--- config.mk ---
export PLATFORM = sky130hd
export DESIGN_NAME = z80_bus_master
export DESIGN_NICKNAME = d
export VERILOG_FILES = /design/src/rtl/z80_bus_master_pkg.sv /design/src/rtl/z80_bus_master_timer.sv /design/src/rtl/z80_bus_master.sv
export SDC_FILE = /design/constraint.sdc
export NUM_CORES = 1
export LEC_CHECK = 0
export CELL_PAD_IN_SITES_DETAIL_PLACEMENT = 0
export CELL_PAD_IN_SITES_GLOBAL_PLACEMENT = 1
export CORE_ASPECT_RATIO = 0.75
export CORE_MARGIN = 1.5
export CORE_UTILIZATION = 32
export DETAILED_ROUTE_END_ITERATION = 8
export PLACE_DENSITY_LB_ADDON = 0.25
export SKIP_CTS_REPAIR_TIMING = 1
export SYNTH_ARGS = -nofsm -noshare
export SYNTH_HDL_FRONTEND = slang
export SYNTH_HIERARCHICAL = 1
export SYNTH_SLANG_ARGS = --single-unit
--- constraint.sdc ---
create_clock -name clk_i -period 2.2 [get_ports clk_i]
set_input_delay 0.44 -clock clk_i [delete_from_list [all_inputs] [get_ports clk_i]]
set_output_delay 0.44 -clock clk_i [all_outputs]
set_load 0.005 [all_outputs]
--- src/rtl/z80_bus_master_pkg.sv ---
// Shared definitions for the Z80 bus master: bus cycle state encodings, strobe
// active levels, default bus widths and a counter-width helper.
package z80_bus_master_pkg;

   typedef enum logic [2:0] {
      StIdle,
      StT1,
      StT2,
      StTw,
      StT3
   } bus_state_e;

   // Z80 strobes are active low.
   localparam logic StrobeOn  = 1'b0;
   localparam logic StrobeOff = 1'b1;

   localparam int unsigned DefAddrW     = 16;
   localparam int unsigned DefDataW     = 8;
   localparam int unsigned DefTstateDiv = 4;

   // Bits needed to hold values 0..v-1, never less than one.
   function automatic int unsigned cnt_width(input int unsigned v);
      return (v <= 1) ? 1 : $clog2(v);
   endfunction

endpackage

--- src/rtl/z80_bus_master_timer.sv ---
// T-state phase timer: counts clk cycles 0..Div-1 within the current T-state.
//   clk_i   system clock
//   rst_i   synchronous active-high reset
//   clr_i   restart at phase 0 (bus cycle accepted)
//   en_i    advance the phase (a bus cycle is in progress)
//   phase_o current phase
//   half_o  phase in the second half of the T-state
//   last_o  final clk of the T-state
module z80_bus_master_timer
   import z80_bus_master_pkg::*;
#(
   parameter int unsigned Div = DefTstateDiv,
   parameter int unsigned PhW = 2
) (
   input  logic           clk_i,
   input  logic           rst_i,
   input  logic           clr_i,
   input  logic           en_i,
   output logic [PhW-1:0] phase_o,
   output logic           half_o,
   output logic           last_o
);

   logic [PhW-1:0] phase_q, phase_d;

   assign phase_o = phase_q;
   assign half_o  = (phase_q >= PhW'(Div / 2));
   assign last_o  = (phase_q == PhW'(Div - 1));

   always_comb begin
      phase_d = phase_q;
      if (clr_i) begin
         phase_d = '0;
      end else if (en_i) begin
         phase_d = last_o ? '0 : phase_q + PhW'(1);
      end
   end

   always_ff @(posedge clk_i) begin
      if (rst_i) begin
         phase_q <= '0;
      end else begin
         phase_q <= phase_d;
      end
   end

endmodule

--- src/rtl/z80_bus_master.sv ---
// Z80-timed bus initiator. Turns a req/ack handshake into T1/T2/TW/T3 memory
// cycles with registered mreq_n/rd_n/wr_n strobes, address and write data.
//   clk_i, rst_i          clock, synchronous active-high reset
//   req_i, we_i           request and direction, sampled while idle
//   addr_i, wdata_i       request address and write data, latched on accept
//   ack_o, err_o          completion pulse; err_o flags a wait-timeout abort
//   rdata_o               read data, held until the next read completes
//   busy_o                bus cycle in progress
//   a_o, d_out_o, d_oe_o  bus address, write data and its drive enable
//   d_in_i                bus read data
//   mreq_n_o, rd_n_o, wr_n_o  active-low bus strobes
//   wait_n_i              responder wait request, active low
module z80_bus_master
   import z80_bus_master_pkg::*;
#(
   parameter int unsigned ADDR_W     = DefAddrW,
   parameter int unsigned DATA_W     = DefDataW,
   parameter int unsigned TSTATE_DIV = DefTstateDiv,
   parameter int unsigned MAX_WAIT   = 0
) (
   input  logic              clk_i,
   input  logic              rst_i,
   input  logic              req_i,
   input  logic              we_i,
   input  logic [ADDR_W-1:0] addr_i,
   input  logic [DATA_W-1:0] wdata_i,
   output logic              ack_o,
   output logic [DATA_W-1:0] rdata_o,
   output logic              err_o,
   output logic              busy_o,
   output logic [ADDR_W-1:0] a_o,
   output logic [DATA_W-1:0] d_out_o,
   output logic              d_oe_o,
   input  logic [DATA_W-1:0] d_in_i,
   output logic              mreq_n_o,
   output logic              rd_n_o,
   output logic              wr_n_o,
   input  logic              wait_n_i
);

   localparam int unsigned PhW   = cnt_width(TSTATE_DIV);
   localparam int unsigned WaitW = cnt_width(MAX_WAIT + 1);
   localparam logic [PhW-1:0] HalfM1 = PhW'(TSTATE_DIV / 2 - 1);

   bus_state_e        state_q, state_d;
   logic [WaitW-1:0]  wait_cnt_q, wait_cnt_d;
   logic              timeout_q, timeout_d;
   logic              we_q;
   logic [ADDR_W-1:0] a_q;
   logic [DATA_W-1:0] wdata_q, d_out_q, rdata_q;
   logic              d_oe_q, mreq_n_q, rd_n_q, wr_n_q, ack_q, err_q, busy_q;

   logic [PhW-1:0] phase;
   logic           half, last, accept, wait_done;
   logic           t1_late, mreq_lo_d, wr_lo_d, d_oe_d, ack_d;

   assign accept = (state_q == StIdle) && req_i;

   z80_bus_master_timer #(
      .Div (TSTATE_DIV),
      .PhW (PhW)
   ) u_timer (
      .clk_i   (clk_i),
      .rst_i   (rst_i),
      .clr_i   (accept),
      .en_i    (state_q != StIdle),
      .phase_o (phase),
      .half_o  (half),
      .last_o  (last)
   );

   // This TW is the MAX_WAIT-th one to complete.
   assign wait_done = (32'(wait_cnt_q) + 32'd1) >= MAX_WAIT;

   always_comb begin
      state_d    = state_q;
      wait_cnt_d = wait_cnt_q;
      timeout_d  = timeout_q;
      unique case (state_q)
         StIdle: begin
            if (req_i) begin
               state_d    = StT1;
               wait_cnt_d = '0;
               timeout_d  = 1'b0;
            end
         end
         StT1: if (last) state_d = StT2;
         StT2: if (last) state_d = wait_n_i ? StT3 : StTw;
         StTw: begin
            if (last) begin
               wait_cnt_d = wait_cnt_q + WaitW'(1);
               if (wait_n_i) begin
                  state_d = StT3;
               end else if ((MAX_WAIT != 0) && wait_done) begin
                  state_d   = StT3;
                  timeout_d = 1'b1;
               end
            end
         end
         StT3: if (last) state_d = StIdle;
         default: state_d = StIdle;
      endcase
   end

   // Strobes are registered, so decode where the *next* clk falls in the cycle.
   always_comb begin
      t1_late   = (state_q == StT1) && (half || (phase == HalfM1));
      mreq_lo_d = t1_late || (state_q == StT2) || (state_q == StTw) ||
                  ((state_q == StT3) && !last);
      // wr_n releases one clk before mreq_n: next phase must be <= D-2.
      wr_lo_d   = we_q && (((state_q == StT1) && last) || (state_q == StT2) ||
                  (state_q == StTw) ||
                  ((state_q == StT3) && ((32'(phase) + 32'd3) <= TSTATE_DIV)));
      // Write data is held through the ack cycle.
      d_oe_d    = we_q && (t1_late || (state_q == StT2) || (state_q == StTw) ||
                  (state_q == StT3));
      ack_d     = (state_q == StT3) && last;
   end

   always_ff @(posedge clk_i) begin
      if (rst_i) begin
         state_q    <= StIdle;
         wait_cnt_q <= '0;
         timeout_q  <= 1'b0;
         we_q       <= 1'b0;
         a_q        <= '0;
         wdata_q    <= '0;
         d_out_q    <= '0;
         d_oe_q     <= 1'b0;
         rdata_q    <= '0;
         mreq_n_q   <= StrobeOff;
         rd_n_q     <= StrobeOff;
         wr_n_q     <= StrobeOff;
         ack_q      <= 1'b0;
         err_q      <= 1'b0;
         busy_q     <= 1'b0;
      end else begin
         state_q    <= state_d;
         wait_cnt_q <= wait_cnt_d;
         timeout_q  <= timeout_d;
         if (accept) begin
            we_q    <= we_i;
            a_q     <= addr_i;
            wdata_q <= wdata_i;
         end
         if (d_oe_d) d_out_q <= wdata_q;
         d_oe_q   <= d_oe_d;
         if (ack_d && !we_q) rdata_q <= d_in_i;
         mreq_n_q <= mreq_lo_d ? StrobeOn : StrobeOff;
         rd_n_q   <= (mreq_lo_d && !we_q) ? StrobeOn : StrobeOff;
         wr_n_q   <= wr_lo_d ? StrobeOn : StrobeOff;
         ack_q    <= ack_d;
         err_q    <= ack_d && timeout_q;
         busy_q   <= (state_d != StIdle);
      end
   end

   assign ack_o    = ack_q;
   assign err_o    = err_q;
   assign rdata_o  = rdata_q;
   assign busy_o   = busy_q;
   assign a_o      = a_q;
   assign d_out_o  = d_out_q;
   assign d_oe_o   = d_oe_q;
   assign mreq_n_o = mreq_n_q;
   assign rd_n_o   = rd_n_q;
   assign wr_n_o   = wr_n_q;

endmodule
==> results by group <==
STA
  • Setup tns final: 0 ns
  • Setup-failing EPs final: 0
  • RSZ-0062 raised after global routing: no
  • Final Cycle Share: approximately four fifths
  • Rel. slew slack: approximately 50%
  • Slew @ Worst Pin: about 0.73 ns
  • Final setup margin: around 0.45 ns
  • FMAX: around 570 MHz
  • Final worst path period need: 1.75 ns
  • WHS: 0.459 ns
  • Fin. max-slew vios: 0
  • Max Clock Skew: slightly below 0.005 ns
  • Final Hold Fails: 0

Detailed routing
  • Initial DRC count: 57
  • DR vias/cell: roughly 4.5
  • Wire length per cell: around 12 µm
  • DRT antenna net count: 0
  • DR pass1 iterations: 4
  • Final wirelength: between 4000 and 5000 µm
  • # DRC: 0
  • Vias: 1720

Critical path
  • Worst setup path startpoint: req_i
  • Setup crit start kind: input port
  • End of the critical path: a_o[15]
  • Critical path fanouts, max: 25
  • Crit path DAT: about 1.9 ns
  • FF-to-FF Start: state_q[1]
  • RR Endpoint: u_timer/phase_o[1]
  • Critical path data required time: around 2.4 ns
  • CP Capture Type: register
  • Worst Reg-to-Reg Cells: 4
  • Register-to-register setup slack: roughly 0.55 ns
  • Setup CP Type: in2reg

GRT
  • First-pass GRT wire length: 7350 µm
  • Vias in the first global route: 1602
  • Met1 GRT Util: between 10% and 20%
  • Total track usage: a little over an eighth
  • Largest net degree at the start of global routing: 44
  • GR Util met2: 19.1%
  • GR Layer Usage met3: under 10%
  • Initial antenna violation count: 0
  • GRT Max-Usage Layer: met1
  • Total gr overflow: 0

Finish
  • Filler instances: between 600 and 700
  • Nets: around 340
  • Utilization after layout: 47.5%
  • Ratio of cells with drive above 1 in the final layout: under 10%
  • Final Instance Area: ~0.0030 mm²
  • Synth-to-layout area growth: 43.1%
  • Antenna Diode Count: 0

Clock network
  • Clock buffer depth: 2
  • Clk_lat worst skew: slightly below 0.3 ns
  • CTS tree: built
  • Clock slew at reported path FFs: around 0.09 ns
  • Clock sink count: 52
  • H-tree Lvls: 2
  • CTS root buffer: clkbuf_8
  • Num CTS Buffers: 5

Synth
  • Post-synth ARST share: 0%
  • Mean Syn Cell Area: 8.96 µm²
  • YS warnings: 6
  • Share of the synthesized area in the top cell type: around half
  • Area leader, netlist: dfxtp_1
  • Sequential share of the synthesized area: 49.6%
  • Synth Register Bits: 52
  • Yosys cell types: 31
  • Ranking of synthesized cells by area: dfxtp_1 50%, nand2_1 9.3%, mux2i_1 7.6%
  • Commonest cells in the synthesized netlist: 52 x dfxtp_1, 52 x nand2_1, 18 x nand2b_1, 18 x nor2_1, 17 x a21oi_1
  • Gate Count Post-Synth: about 230
  • Mapped Nets: roughly 270
  • Top_reg_cell synth: dfxtp_1
  • Synth Cell Area: around 0.0021 mm²
  • Number of synthesized flops with an enable pin: 0

Power and ir drop
  • Comb power frac: around 13%
  • Sw Ratio: around 22%
  • Pwr/cell area: around 640 mW/mm²
  • Sequential power share: between 50 and 60%
  • Maximum vdd drop: 0.271 mV
  • Net switching power: around 430 µW
  • Internal power: ~1.5 mW
  • Clock share of power: a little over a third
  • Leakage: 1.06 nW

Place
  • Setup WS pre-CTS: approximately 0.13 ns
  • Routability cong.: about 0.72
  • Area post-placement: about 0.0029 mm²
  • Port-buffer cells: between 70 and 80
  • Post-DP HPWL: roughly 3100 µm

Die
  • I/O Pins: 76
  • Die X: roughly 96 µm
  • Die Height: approximately 73 µm
  • Core Box Area: between 0.006 and 0.007 mm²
  • Rows: 25
  • Die footprint: 0.00705 mm²
  • Starting density of the core: 33.2%

Min path
  • Hold WC Path Type: reg2reg

Job
  • Max cap viols: 0

Status
  • Status: finished clean
layout make-up:
type / count / area [µm²] / share of cell area, %
well taps: 81 / 101 / 3.38
multi-input cells: 161 / 928 / 30.9
repair buffers: 80 / 793 / 26.4
flip-flops and latches: 52 / 1040 / 34.7
clock buffers: 6 / 82.6 / 2.75
inverters: 3 / 16.3 / 0.542
clock inverters: 2 / 38.8 / 1.29
cell usage in the layout, fill, tap and decap left out, types with 3 or more instances in the layout:
master	n
dfxtp_1	52
clkbuf_8	6
o21ai_0	3
buf_4	5
a21oi_2	10
a21oi_1	17
mux2i_1	16
or3b_1	3
nor2b_1	3
nor2_1	18
nand2b_1	18
nand2_1	52
clkdlybuf4s50_1	73
routing by layer:
layer	wire length (µm)	share of wire [%]	vias up
met5	0	0	-
met3	261	5.8	2
met1	2350	52	781
met4	26	0.57	0
met2	1900	42	40
li1	-	-	897
sequential cells by signal, summed over array words and instances (netlist names):
signal           count
we_q                 1
state_q              3
busy_o               1
d_out_o              8
u_timer/phase_o      2
a_o                 16
rdata_o              8
rd_n_o               1
d_oe_o               1
wdata_q              8
ack_o                1
mreq_n_o             1
wr_n_o               1
worst max-delay path, cell delays in order:
cell	delay, ns
clkdlybuf4s50_1	0.47
or3b_1	0.36
or2_1	0.29
buf_12	0.19
nand2_1	0.09
a21oi_2	0.05
power groups by stage:
stage | combinational (mW) | clock [mW] | sequential, mW
final | 0.246 | 0.676 | 1.01
after global routing | 0.271 | 0.749 | 1.01
after CTS | 0.250 | 0.711 | 1.01
after detailed placement | 0.249 | 0 | 1.03
after global placement | 0.248 | 0 | 1.03
after floorplan | 0.126 | 0 | 1.02
cells by family (layout without fill, tap and decap cells):
| logic type | Yosys count | in the layout | share of synthesized area (%) |
|---|---|---|---|
| AOI/OAI and AO/OA | 38 | 38 | 11.9 |
| adders and majority gates | 2 | 2 | 1.19 |
| buffers and inverters | 21 | 91 | 6.32 |
| DFF | 52 | 52 | 49.6 |
| muxes | 16 | 16 | 7.64 |
| other | 1 | 1 | 0.179 |
| and+or+nand+nor | 104 | 104 | 23.1 |
metrics by stage:
step	instances	power, mW
after floorplan	234	1.15
after global placement	377	1.27
after detailed placement	377	1.28
after CTS	385	1.97
after global routing	385	2.03
final	385	1.93
worst min path at each step:
stage / from / endpoint / slack (ns) / cells past startpoint
floorplan: we_q / wr_n_o / 0.43 / 1
global placement: wdata_q[3] / wdata_q[3] / 0.44 / 2
detailed placement: wdata_q[3] / wdata_q[3] / 0.45 / 2
CTS: wdata_q[3] / wdata_q[3] / 0.46 / 2
global route: wdata_q[0] / wdata_q[0] / 0.48 / 2
finish: wdata_q[2] / wdata_q[2] / 0.46 / 2
Note: power is estimated with default switching activity, not from simulation.
